<file path="src/rtl/adc128s_pkg.sv">
// ---------------------------------------------------------------------------
// adc128s_pkg
// Shared constants for the ADC128S-style SPI A2D converter model:
//   - channel addresses decoded from command bits [13:11]
//   - SPI frame length and the matching bit-counter width
//   - frame-handling state encoding
// ---------------------------------------------------------------------------
package adc128s_pkg;

    localparam logic [2:0] CH_LFT   = 3'd0;
    localparam logic [2:0] CH_RGHT  = 3'd4;
    localparam logic [2:0] CH_STEER = 3'd5;
    localparam logic [2:0] CH_BATT  = 3'd6;

    localparam int FRAME_BITS = 16;
    localparam int CNT_W      = $clog2(FRAME_BITS + 1);

    // Bit counter value meaning "a complete frame was clocked in".
    localparam logic [CNT_W-1:0] CNT_FULL = CNT_W'(FRAME_BITS);

    typedef enum logic {
        IDLE  = 1'b0,
        SHIFT = 1'b1
    } state_e;

endpackage

</file>
<file path="src/rtl/spi_edge_sync.sv">
// ---------------------------------------------------------------------------
// spi_edge_sync
// Two-flop synchronizer for one asynchronous SPI line plus a third flop used
// to detect edges of the synchronized level.
// Ports:
//   clk     in   system clock
//   rst     in   synchronous active-high reset
//   async_i in   raw asynchronous input
//   sync_o  out  synchronized level (second flop)
//   rise_o  out  one-clk pulse on a synchronized 0->1 transition
//   fall_o  out  one-clk pulse on a synchronized 1->0 transition
// ---------------------------------------------------------------------------
module spi_edge_sync (
    input  logic clk,
    input  logic rst,
    input  logic async_i,
    output logic sync_o,
    output logic rise_o,
    output logic fall_o
);

    // [0] = first sync flop, [1] = second sync flop, [2] = edge-detect flop.
    // Resetting to 0 means SS_n held low across reset never produces a
    // falling edge, so a frame already on the bus is ignored until the
    // master starts a fresh one.
    logic [2:0] sync_q;

    // NOTE: sequential state uses non-blocking assignments so every flop
    // samples the pre-edge value of its neighbour, giving a true shift chain.
    always_ff @(posedge clk) begin
        if (rst) begin
            sync_q <= 3'b000;
        end else begin
            sync_q <= {sync_q[1:0], async_i};
        end
    end

    assign sync_o = sync_q[1];
    assign rise_o =  sync_q[1] & ~sync_q[2];
    assign fall_o = ~sync_q[1] &  sync_q[2];

endmodule

</file>
<file path="src/rtl/adc128s_fc.sv">
// ---------------------------------------------------------------------------
// adc128s_fc
// Synthesizable model of an 8-channel 12-bit SPI A2D converter. Each 16-bit
// frame carries a channel command on MOSI (bits [13:11]) and returns, MSB
// first on MISO, the value selected by the previous complete frame as
// {4'b0000, data[11:0]}. The very first frame after reset returns 0.
// Ports:
//   clk          in   system clock, all logic on rising edge
//   rst          in   synchronous active-high reset
//   SS_n         in   SPI slave select, active low (async to clk)
//   SCLK         in   SPI clock, mode 0 (async to clk)
//   MOSI         in   SPI data from master (async to clk)
//   MISO         out  SPI data to master, registered
//   ld_cell_lft  in   12-bit value for channel 0
//   ld_cell_rght in   12-bit value for channel 4
//   steerPot     in   12-bit value for channel 5
//   batt         in   12-bit value for channel 6
// ---------------------------------------------------------------------------
module adc128s_fc
    import adc128s_pkg::*;
(
    input  logic        clk,
    input  logic        rst,
    input  logic        SS_n,
    input  logic        SCLK,
    input  logic        MOSI,
    output logic        MISO,
    input  logic [11:0] ld_cell_lft,
    input  logic [11:0] ld_cell_rght,
    input  logic [11:0] steerPot,
    input  logic [11:0] batt
);

    // ---------------- input synchronization / edge detection ---------------
    logic ss_sync_unused, ss_rise, ss_fall;
    logic sclk_sync_unused, sclk_rise, sclk_fall;
    logic mosi_sync, mosi_rise_unused, mosi_fall_unused;

    spi_edge_sync u_sync_ss (
        .clk    (clk),
        .rst    (rst),
        .async_i(SS_n),
        .sync_o (ss_sync_unused),
        .rise_o (ss_rise),
        .fall_o (ss_fall)
    );

    spi_edge_sync u_sync_sclk (
        .clk    (clk),
        .rst    (rst),
        .async_i(SCLK),
        .sync_o (sclk_sync_unused),
        .rise_o (sclk_rise),
        .fall_o (sclk_fall)
    );

    // MOSI goes through the same depth as SCLK so the sampled bit lines up
    // with the detected SCLK rise.
    spi_edge_sync u_sync_mosi (
        .clk    (clk),
        .rst    (rst),
        .async_i(MOSI),
        .sync_o (mosi_sync),
        .rise_o (mosi_rise_unused),
        .fall_o (mosi_fall_unused)
    );

    // ---------------- state ------------------------------------------------
    state_e                  state_q, state_d;
    logic [FRAME_BITS-1:0]   tx_shift_q, tx_shift_d;
    logic [FRAME_BITS-1:0]   rx_shift_q, rx_shift_d;
    logic [CNT_W-1:0]        bit_cnt_q, bit_cnt_d;
    logic [2:0]              chnl_q, chnl_d;
    logic [11:0]             result_q, result_d;
    logic                    miso_d;
    logic [11:0]             sel_value;
    logic                    rx_msb_unused;

    // Only command bits [13:11] matter; the top received bit shifts out.
    assign rx_msb_unused = rx_shift_q[FRAME_BITS-1];

    // Channel mux addressed by the command just received, sampled in the
    // same cycle the frame-ending SS_n rise is seen.
    always_comb begin
        sel_value = 12'h000;
        case (rx_shift_q[13:11])
            CH_LFT:   sel_value = ld_cell_lft;
            CH_RGHT:  sel_value = ld_cell_rght;
            CH_STEER: sel_value = steerPot;
            CH_BATT:  sel_value = batt;
            default:  sel_value = 12'h000;
        endcase
    end

    // NOTE: every signal written here gets a default first, so no path
    // leaves it unassigned and no latch is inferred.
    always_comb begin
        state_d    = state_q;
        tx_shift_d = tx_shift_q;
        rx_shift_d = rx_shift_q;
        bit_cnt_d  = bit_cnt_q;
        chnl_d     = chnl_q;
        result_d   = result_q;

        case (state_q)
            IDLE: begin
                if (ss_fall) begin
                    tx_shift_d = {4'b0000, result_q};
                    bit_cnt_d  = '0;
                    state_d    = SHIFT;
                end
            end
            SHIFT: begin
                if (ss_rise) begin
                    // Only a complete frame updates the selection; a short
                    // frame leaves the previously latched data in place.
                    if (bit_cnt_q == CNT_FULL) begin
                        chnl_d   = rx_shift_q[13:11];
                        result_d = sel_value;
                    end
                    state_d = IDLE;
                end else if (sclk_rise) begin
                    rx_shift_d = {rx_shift_q[FRAME_BITS-2:0], mosi_sync};
                    if (bit_cnt_q != CNT_FULL) begin
                        bit_cnt_d = bit_cnt_q + 1'b1;
                    end
                end else if (sclk_fall && (bit_cnt_q != '0)) begin
                    // Skipping falls before the first rise keeps bit 15 on
                    // the line for the master's first sample.
                    tx_shift_d = {tx_shift_q[FRAME_BITS-2:0], 1'b0};
                end
            end
            default: state_d = IDLE;
        endcase

        // MISO is registered from next-state values so it follows the
        // shifter in the same clock instead of one clock later.
        miso_d = (state_d == SHIFT) ? tx_shift_d[FRAME_BITS-1] : 1'b0;
    end

    always_ff @(posedge clk) begin
        if (rst) begin
            state_q    <= IDLE;
            tx_shift_q <= '0;
            rx_shift_q <= '0;
            bit_cnt_q  <= '0;
            chnl_q     <= 3'd0;
            result_q   <= 12'h000;
            MISO       <= 1'b0;
        end else begin
            state_q    <= state_d;
            tx_shift_q <= tx_shift_d;
            rx_shift_q <= rx_shift_d;
            bit_cnt_q  <= bit_cnt_d;
            chnl_q     <= chnl_d;
            result_q   <= result_d;
            MISO       <= miso_d;
        end
    end

endmodule

</file>
<file path="config.mk">
export PLATFORM = sky130hd
export DESIGN_NAME = adc128s_fc
export DESIGN_NICKNAME = d
export VERILOG_FILES = /design/src/rtl/adc128s_pkg.sv /design/src/rtl/spi_edge_sync.sv /design/src/rtl/adc128s_fc.sv
export SDC_FILE = /design/constraint.sdc
export NUM_CORES = 1
export LEC_CHECK = 0
export BUFFER_PORTS_ARGS = -buffer_cell sky130_fd_sc_hd__buf_2
export CAP_MARGIN = 30
export CORE_ASPECT_RATIO = 0.9
export CORE_UTILIZATION = 58
export CTS_CLUSTER_SIZE = 25
export DETAILED_ROUTE_END_ITERATION = 12
export HOLD_SLACK_MARGIN = 0.03
export PLACE_DENSITY = 0.84
export SLEW_MARGIN = 20
export SYNTH_ARGS = -nofsm -noshare
export SYNTH_HDL_FRONTEND = slang
export SYNTH_SLANG_ARGS = --single-unit
export TNS_END_PERCENT = 30
</file>
<file path="constraint.sdc">
create_clock -name clk -period 5.45 [get_ports clk]
set_input_delay 0.545 -clock clk [delete_from_list [all_inputs] [get_ports clk]]
set_output_delay 0.545 -clock clk [all_outputs]
set_load 0.01 [all_outputs]
</file>
==> impl_metrics.json, run 1 <==
{
  "clock-sinks": 57,
  "hold_viol_final": 0,
  "cts_setup_buffers": 0,
  "layout-area-overhead-vs-synth_pct": 16.4,
  "io_pins": 54,
  "fin_crit_sh": 0.396,
  "place_congestion": 0.781,
  "clock-root-buffer": "clkbuf_8",
  "powerDensity_mw_per_mm2": 282,
  "chipWidth_um": 73.2,
  "crit_type": "register to register",
  "yosysSeqAreaShare": 0.431,
  "clkTransAtPathRegs_ns": 0.06,
  "synth_seq_cells": 57,
  "synthTopCellsByArea": "dfxtp_1 (43%), a21oi_1 (6.0%), nand2_1 (6.0%)",
  "post_cts_resized": 0,
  "worstPathMaxFanout": 18,
  "antenna_found_initial": 0,
  "vias_per_cell": 5.63,
  "antennaDiodeCount": 0,
  "leakage_uw": 0.00112,
  "routed_wl_um": 5330,
  "rows": 22,
  "setup_viol": 0,
  "dieArea_mm2": 0.00484,
  "fin_crit_ns": 2.16,
  "num-fill-cells": 321,
  "grt_pass1_wl_um": 9030,
  "reg2reg_from": "rx_shift_q[13]",
  "synth_nets": 357,
  "ys_dominant_reg_cell": "dfxtp_1",
  "use_met3": 0.0716,
  "status": "complete, no violations",
  "hold_depth": 2,
  "cts_max_level": 3,
  "synth_common_cells": "dfxtp_1 (57), nand2_1 (42), a21oi_1 (32)",
  "synth_enable_flop_cells": 0,
  "dp_hpwl_um": 3690,
  "grt_max_degree": 59,
  "slew_violations": 0,
  "fmax_mhz": 464,
  "clk_latency_ns": 0.33,
  "grt_pass1_vias": 2027,
  "clockBufferDepth": 2,
  "synth.most_common_cell": "dfxtp_1",
  "slew_headroom": 0.492,
  "cap_violations": 0,
  "min_from": "MOSI",
  "port_buffers": 53,
  "r2r_setup_slack_ns": 3.29,
  "core_mm2": 0.00421,
  "top_usage_layer": "met2",
  "first_iter_violations": 148,
  "required_ns": 5.68,
  "grtUsageTotal": 0.246,
  "antenna_left": 0,
  "met1_usage": 0.330,
  "vias": 2291,
  "grt-ovfl-total": 0,
  "r2r_end": "result_q[8]",
  "rr_worst_depth": 4,
  "worstPathArrival_ns": 2.38,
  "drive_above_1_share": 0.239,
  "dr.pass1.iters": 6,
  "hold_ws_ns": 0.423,
  "rsz0062_at_grt": "false",
  "cts_inserted_buffers": 9,
  "fin_worst_skew_ns": 0.00496,
  "setup_tns_ns": 0,
  "wl_per_cell_um": 13.1,
  "synthDistinctLibCells": 45,
  "synth.avg_cell_area_um2": 8.77,
  "tritoncts": "yes",
  "crit_path_end_kind": "register",
  "worstHoldEndpoint": "u_sync_mosi.sync_q[0]",
  "initial_core_util": 0.629,
  "synth_area_leader_cell": "dfxtp_1",
  "worst_pin_slew_ns": 0.761,
  "ir_worst_vdd_mv": 0.195,
  "syn-instance-count": 302,
  "hp-class": "primary input to register",
  "yosysWarnings": 0,
  "route.detailed.drc": 0,
  "syn_area_mm2": 0.00265,
  "die_height_um": 66.1,
  "startpoint_type": "register",
  "use_met2": 0.363,
  "nNetsFinal": 398,
  "ctsHoldBuffers": 0,
  "synth_top_area_share": 0.431,
  "async_flop_share": 0
}
## layout by cell type, fill, tap and decap left out, types with 6 or more instances in the layout
master and count:
clkbuf_8 11, nand2_1 42, nor2b_1 12, o21ai_0 6, nor2_1 17, a21oi_1 32, or4b_2 6, o211ai_1 8
mux2i_1 6, nand4b_1 6, inv_1 8, a222oi_1 6, buf_2 53, nand3_1 14, o32ai_1 6, o21a_1 8
dfxtp_1 57, o221a_1 10
## critical path, cell delays in order, from the launching register on
cell      delay [ns]
dfxtp_1         0.60
nor2b_1         0.67
o21bai_1        0.33
nand3b_1        0.27
o32ai_1         0.19
## power by group
part	internal [uW]	switching, uW	total [uW]
logic	30.8	25.2	56.0
registers	425	5.40	430
clock network	232	151	383
total	687	181	869
## how the worst max path moves through the flow
stage	start	endpoint	slack, ns	cells past startpoint
2_1_floorplan	bit_cnt_q[0]	result_q[10]	3.70	7
3_3_place_gp	rx_shift_q[13]	result_q[6]	3.38	4
3_5_place_dp	rx_shift_q[13]	result_q[8]	3.30	4
4_1_cts	rx_shift_q[13]	result_q[8]	3.29	4
5_1_grt	rx_shift_q[13]	result_q[2]	2.97	4
6_report	rx_shift_q[13]	result_q[8]	3.29	4
## metrics by stage
step           setup slack (ns)   util  cell area, um2  cells  power (uW)
2_1_floorplan              3.70      -            2650    302         469
3_3_place_gp               3.38  0.681            2870    391         492
3_5_place_dp               3.30  0.681            2870    391         493
4_1_cts                    3.29  0.727            3060    406         875
5_1_grt                    2.97  0.732            3080    407         905
6_report                   3.29  0.732            3080    407         869
## final cells by class
class                   count  area [um2]  area share
repair buffers             54         285      0.0925
well taps                  60        75.1      0.0244
clock inverters             3        40.0      0.0130
clock buffers              12         155      0.0503
multi-input cells         213        1360       0.440
inverters                   8        30.0     0.00974
flip-flops and latches     57        1140       0.370
## logic make-up (layout without fill, tap and decap cells)
group	Yosys count	count (layout)	synth area share
simple gates	121	121	0.250
compound gates	84	84	0.230
buf+inv	32	77	0.0567
mux	6	6	0.0227
fa+ha+maj	2	2	0.00945
flops	57	57	0.431
## metal layers
metal  vias to the layer above  share of wire
met4                         0          0.013
met2                        64           0.44
li1                       1181              -
met5                         -              0
met3                         9          0.049
met1                      1037           0.50
## sequential cells by signal, summed over array words and instances, names as in the netlist
register,cells
MISO,1
bit_cnt_q,5
result_q,12
rx_shift_q,14
state_q,1
tx_shift_q,16
u_sync_mosi.sync_q,2
u_sync_sclk.sync_q,3
u_sync_ss.sync_q,3
Note: power is estimated with default switching activity, not from simulation.
==> run 2, diff against run 1 <==
--- a/config.mk
+++ b/config.mk
@@ -8,11 +8,11 @@
 export BUFFER_PORTS_ARGS = -buffer_cell sky130_fd_sc_hd__buf_2
 export CAP_MARGIN = 30
 export CORE_ASPECT_RATIO = 0.9
-export CORE_UTILIZATION = 58
+export CORE_UTILIZATION = 54
 export CTS_CLUSTER_SIZE = 25
 export DETAILED_ROUTE_END_ITERATION = 12
 export HOLD_SLACK_MARGIN = 0.03
-export PLACE_DENSITY = 0.84
+export PLACE_DENSITY = 0.79
 export SLEW_MARGIN = 20
 export SYNTH_ARGS = -nofsm -noshare
 export SYNTH_HDL_FRONTEND = slang
==> constraint.sdc (replaced) <==
create_clock -name clk -period 2.25 [get_ports clk]
set_input_delay 0.225 -clock clk [delete_from_list [all_inputs] [get_ports clk]]
set_output_delay 0.225 -clock clk [all_outputs]
set_load 0.01 [all_outputs]
==> run 2 against run 1 <==
Net effect: final cell count rose by 2.2%; register-to-register slack worse by 3.0 ns; first-iteration DRC count fell by 18%; largest cell class unchanged; largest power group is now the clock network.
==> impl_metrics.json, run 2 (same netlist as run 1, synthesis figures left out) <==
{
  "grt_pass1_wl_um": 9430,
  "ctsHoldBuffers": 0,
  "grtUsageTotal": 0.248,
  "clockPowerShare": 0.495,
  "antenna_left": 0,
  "rsz0062_at_grt": "false",
  "post_cts_resized": 0,
  "startpoint_type": "register",
  "cts_setup_buffers": 0,
  "min_from": "MOSI",
  "dp_hpwl_um": 4000,
  "total_power_uw": 2330,
  "required_ns": 2.48,
  "switching_share": 0.201,
  "num-fill-cells": 386,
  "setup_viol": 0,
  "place_congestion": 0.796,
  "setup_tns_ns": 0,
  "core_mm2": 0.00458,
  "final_common_cell": "dfxtp_1",
  "leakage_uw": 0.00117,
  "antennaDiodeCount": 0,
  "routed_wl_um": 5780,
  "grt_max_degree": 40,
  "cts_max_level": 3,
  "power_switching_uw": 469,
  "fin_crit_sh": 0.869,
  "clock-sinks": 57,
  "dieArea_mm2": 0.00519,
  "hp-class": "primary input to register",
  "drive_above_1_share": 0.257,
  "fmax_mhz": 511,
  "internal-power_uw": 1860,
  "powerDensity_mw_per_mm2": 736,
  "layout-area-overhead-vs-synth_pct": 19.6,
  "io_pins": 54,
  "initial_core_util": 0.579,
  "grt-ovfl-total": 0,
  "crit_path_end_kind": "register",
  "first_iter_violations": 121,
  "dr.pass1.iters": 4,
  "clock-root-buffer": "clkbuf_8",
  "rows": 23,
  "route.detailed.drc": 0,
  "fin_crit_ns": 1.96,
  "largest_registers": "tx_shift_q (16), rx_shift_q (14), result_q (12)",
  "chipWidth_um": 75.8,
  "vias": 2381,
  "tritoncts": "yes",
  "regMostFlops": "tx_shift_q",
  "power_frac_comb": 0.057,
  "cts_inserted_buffers": 9,
  "port_buffers": 53,
  "slew_violations": 0,
  "antenna_found_initial": 0,
  "reg2reg_from": "bit_cnt_q[0]",
  "slew_headroom": 0.544,
  "fin_worst_skew_ns": 0.00568,
  "worstPathArrival_ns": 2.19,
  "final_cell_mix": "dfxtp_1 (57), buf_2 (53), nand2_1 (42)",
  "vias_per_cell": 5.72,
  "worstPathMaxFanout": 12,
  "clk_latency_ns": 0.34,
  "cap_violations": 0,
  "status": "complete, no violations",
  "clockBufferDepth": 2,
  "ir_worst_vdd_mv": 0.566,
  "wl_per_cell_um": 13.9,
  "cp-startpoint": "bit_cnt_q[0]",
  "grt_pass1_vias": 2158,
  "hold_viol_final": 0,
  "nNetsFinal": 404,
  "worst_pin_slew_ns": 0.684,
  "crit_type": "register to register",
  "largest_reg_flops": 16,
  "power_frac_seq": 0.447,
  "die_height_um": 68.4,
  "clkTransAtPathRegs_ns": 0.06
}
[run 2: cell count changes in the layout (fill, tap and decap cells not counted), sizes merged]
cell,previous run,this run
buf,54,60
clkbuf,12,10
clkinv,2,3
bufinv,1,3
[run 2: final cells by class]
| type | count | area (um2) | area share |
|---|---|---|---|
| Sequential cell | 57 | 1140 | 0.360 |
| Clock inverter | 6 | 105 | 0.0332 |
| Tap cell | 62 | 77.6 | 0.0245 |
| Multi-Input combinational cell | 213 | 1360 | 0.428 |
| Timing Repair Buffer | 60 | 318 | 0.100 |
| Inverter | 8 | 30.0 | 0.00949 |
| Clock buffer | 10 | 138 | 0.0435 |
[run 2: worst max-delay path, stage by stage, from the launching register on]
cell and delay, ns:
dfxtp_1 0.33, inv_1 0.09, ha_1 0.16, or4b_4 0.50
nand4_1 0.37, o22ai_1 0.18, nor4_1 0.22
[run 2: metal layers]
layer  vias up  GRT usage  routed length, um
met4         0     0.0926                 82
met5         -          0                  0
met3         8     0.0810                277
met1      1113      0.310               2730
met2        66      0.396               2690
li1       1194          -                  -
[run 2: worst paths after layout]
path / slack, ns / end / cells after the start
setup / recovery: 0.29 / MISO / 6
hold / removal: 0.10 / u_sync_mosi.sync_q[0] / 2
setup reg to reg: 0.29 / MISO / 6
hold reg to reg: 0.44 / rx_shift_q[0] / 2
[run 2: power by group through the flow]
stage / clock (uW) / sequential (uW) / combinational (uW)
6_report: 1150 / 1040 / 133
5_1_grt: 1220 / 1040 / 147
4_1_cts: 1170 / 1040 / 134
3_5_place_dp: 0 / 1060 / 133
3_3_place_gp: 0 / 1060 / 130
2_1_floorplan: 0 / 1060 / 78.6
[run 2: metrics by stage]
step,setup slack [ns],hold WS [ns],utilization,cells,cell area [um2]
CTS,0.305,0.0953,0.692,416,3170
floorplan,0.498,0.353,-,302,2650
detailed placement,0.321,0.429,0.639,400,2920
global placement,0.411,0.428,0.639,400,2920
finish,0.294,0.102,0.692,416,3170
global route,0.118,0.0993,0.692,416,3170
==> run 3, diff against run 2 <==
--- a/config.mk
+++ b/config.mk
@@ -5,14 +5,17 @@
 export SDC_FILE = /design/constraint.sdc
 export NUM_CORES = 1
 export LEC_CHECK = 0
+export ABC_AREA = 1
 export BUFFER_PORTS_ARGS = -buffer_cell sky130_fd_sc_hd__buf_2
 export CAP_MARGIN = 30
 export CORE_ASPECT_RATIO = 0.9
-export CORE_UTILIZATION = 54
+export CORE_MARGIN = 8
+export CORE_UTILIZATION = 55
 export CTS_CLUSTER_SIZE = 25
 export DETAILED_ROUTE_END_ITERATION = 12
 export HOLD_SLACK_MARGIN = 0.03
 export PLACE_DENSITY = 0.79
+export SKIP_LAST_GASP = 1
 export SLEW_MARGIN = 20
 export SYNTH_ARGS = -nofsm -noshare
 export SYNTH_HDL_FRONTEND = slang
==> run 3 against run 2 <==
Net effect: via count up 22%; largest cell class unchanged; critical path type unchanged; sequential cell count did not move; highest routed layer unchanged; clock-buffer cell count is the same; maximum frequency rose by 18%.
==> impl_metrics.json, run 3 <==
{
  "synth.avg_cell_area_um2": 6.62,
  "grt_pass1_vias": 2559,
  "rsz0062_at_grt": "false",
  "status": "complete, no violations",
  "vias": 2913,
  "yosysWarnings": 0,
  "ir_worst_vdd_mv": 0.479,
  "finish.utilization": 0.651,
  "route.detailed.drc": 0,
  "rows": 25,
  "synth_area_leader_cell": "dfxtp_1",
  "maxUsedRoutingLayer": "met4",
  "path_depth": 6,
  "routed-wl-met2_um": 3330,
  "dr.pass1.iters": 5,
  "cts_max_level": 3,
  "chipWidth_um": 93.1,
  "placed_cell_area_mm2": 0.00319,
  "clk_latency_ns": 0.35,
  "critical-path-top-delay-family": "simple AND/OR/NAND/NOR gates",
  "ys_dominant_reg_cell": "dfxtp_1",
  "regMostFlops": "tx_shift_q",
  "fin_worst_skew_ns": 0.00562,
  "async_flop_share": 0,
  "synth_top_area_share": 0.388,
  "antennaDiodeCount": 0,
  "num-fill-cells": 470,
  "nNetsFinal": 542,
  "synthDistinctLibCells": 25,
  "final_cell_mix": "nand2_1 (104), nor2_1 (71), dfxtp_1 (57)",
  "ctsHoldBuffers": 0,
  "clkTransAtPathRegs_ns": 0.06,
  "startpoint_type": "register",
  "cap_violations": 0,
  "hp-class": "primary input to register",
  "leakage_uw": 0.00160,
  "initial_core_util": 0.564,
  "first_iter_violations": 235,
  "clock-root-buffer": "clkbuf_8",
  "crit_buf_inv": 1,
  "worst_pin_slew_ns": 0.877,
  "routed_wl_um": 6970,
  "stdcell_count": 559,
  "synthTopCellsByArea": "dfxtp_1 (39%), nand2_1 (13%), nor2_1 (9.1%)",
  "die_height_um": 85.4,
  "final_area_mm2": 0.00340,
  "vias_per_cell": 5.21,
  "syn_area_mm2": 0.00294,
  "fmax_mhz": 601,
  "slew_headroom": 0.415,
  "hold_viol_final": 0,
  "antenna_left": 0,
  "syn-instance-count": 445,
  "clock-sinks": 57,
  "synth_enable_flop_cells": 0,
  "layout-area-overhead-vs-synth_pct": 15.6,
  "worstPathMaxFanout": 13,
  "slew_violations": 0,
  "hold_ws_ns": 0.0842,
  "grt_max_degree": 37,
  "io_pins": 54,
  "slowest_delay_ns": 0.56,
  "synth_common_cells": "nand2_1 (104), nor2_1 (71), dfxtp_1 (57)",
  "met1_length_um": 3150,
  "antenna_found_initial": 0,
  "crit_type": "register to register",
  "wl_per_cell_um": 12.5,
  "post_cts_resized": 0,
  "hold_depth": 3,
  "dp.cells": 543,
  "tritoncts": "yes",
  "dp_hpwl_um": 5010,
  "port_buffers": 53,
  "dr_wl_met3_um": 427,
  "fin_crit_ns": 1.66,
  "largest_registers": "tx_shift_q (16), rx_shift_q (14), result_q (12)",
  "fin_crit_sh": 0.740,
  "powerDensity_mw_per_mm2": 661,
  "drive_above_1_share": 0.181,
  "rr_worst_depth": 6,
  "dieArea_mm2": 0.00795,
  "cts_setup_buffers": 0,
  "place_congestion": 0.930,
  "cpMostUsedCell": "nor2_1",
  "core_mm2": 0.00522,
  "grt-ovfl-total": 0,
  "largest_reg_flops": 16,
  "synth_seq_cells": 57,
  "yosysSeqAreaShare": 0.388,
  "worstPathArrival_ns": 1.95,
  "grtUsageTotal": 0.188,
  "crit_path_end_kind": "register",
  "synth.most_common_cell": "nand2_1",
  "cp_slowest_cell": "nor2_1",
  "cp_cell_sequence": "buf_4 -> nor2_1 -> nand2_1 -> o21ai_0 -> nor2_1 -> nor2_1",
  "cts_inserted_buffers": 9,
  "required_ns": 2.53,
  "final_common_cell": "nand2_1",
  "synth_nets": 500,
  "grt_pass1_wl_um": 12100,
  "setup_viol": 0,
  "clockBufferDepth": 2,
  "setup_tns_ns": 0
}
[run 3: cell types whose count changed after synthesis, moves of 11 or more]
cell | before | now
o21ai_0 | 6 | 34
nand4_1 | 3 | 26
nand2_1 | 42 | 104
a21oi_1 | 32 | 21
nor2b_1 | 12 | 0
nand3_1 | 14 | 46
inv_1 | 8 | 37
nor2_1 | 17 | 71
[run 3: final timing paths]
path,from,end,slack (ns)
max,state_q,tx_shift_q[11],0.59
min,SS_n,u_sync_ss.sync_q[0],0.08
min reg2reg,u_sync_sclk.sync_q[0],u_sync_sclk.sync_q[1],0.40
max reg2reg,state_q,tx_shift_q[11],0.59
[run 3: final cells by class]
class	instances	area (um2)	area share
multi-input combinational	321	1510	0.443
inverter	38	143	0.0419
clock buffer	10	128	0.0375
tap	67	83.8	0.0246
clock inverter	6	82.6	0.0243
sequential	57	1140	0.335
timing repair buffer	60	318	0.0934
[run 3: logic make-up after synthesis]
group	count (synthesis)	synth area share
flip-flops	57	0.388
XOR/XNOR	1	0.00298
buffers and inverters	67	0.100
adder cells (fa/ha/maj)	2	0.00850
AND/OR/NAND/NOR	259	0.396
AO/OA/AOI/OAI	59	0.105
[run 3: power by group]
group          internal (uW)  switching, uW  total (uW)  leakage, uW
registers               1030           15.4        1050     0.000462
clock network            617            409        1030     0.000106
logic                   73.7           98.8         173      0.00103
total                   1730            524        2250      0.00160
[run 3: layer usage]
metal,up-vias,track usage
met5,-,0
met4,0,0.0556
met3,10,0.0723
met2,63,0.283
met1,1319,0.241
li1,1521,-
[run 3: tightest hold or removal path: stages]
cell and delay [ns]:
buf_2 0.07, inv_1 0.03, nor2_1 0.07
[run 3: per-stage QoR]
stage	power, uW	setup WS [ns]
6_report	2250	0.586
5_1_grt	2350	0.348
4_1_cts	2270	0.597
3_5_place_dp	1240	0.611
3_3_place_gp	1240	0.625
2_1_floorplan	1180	0.898
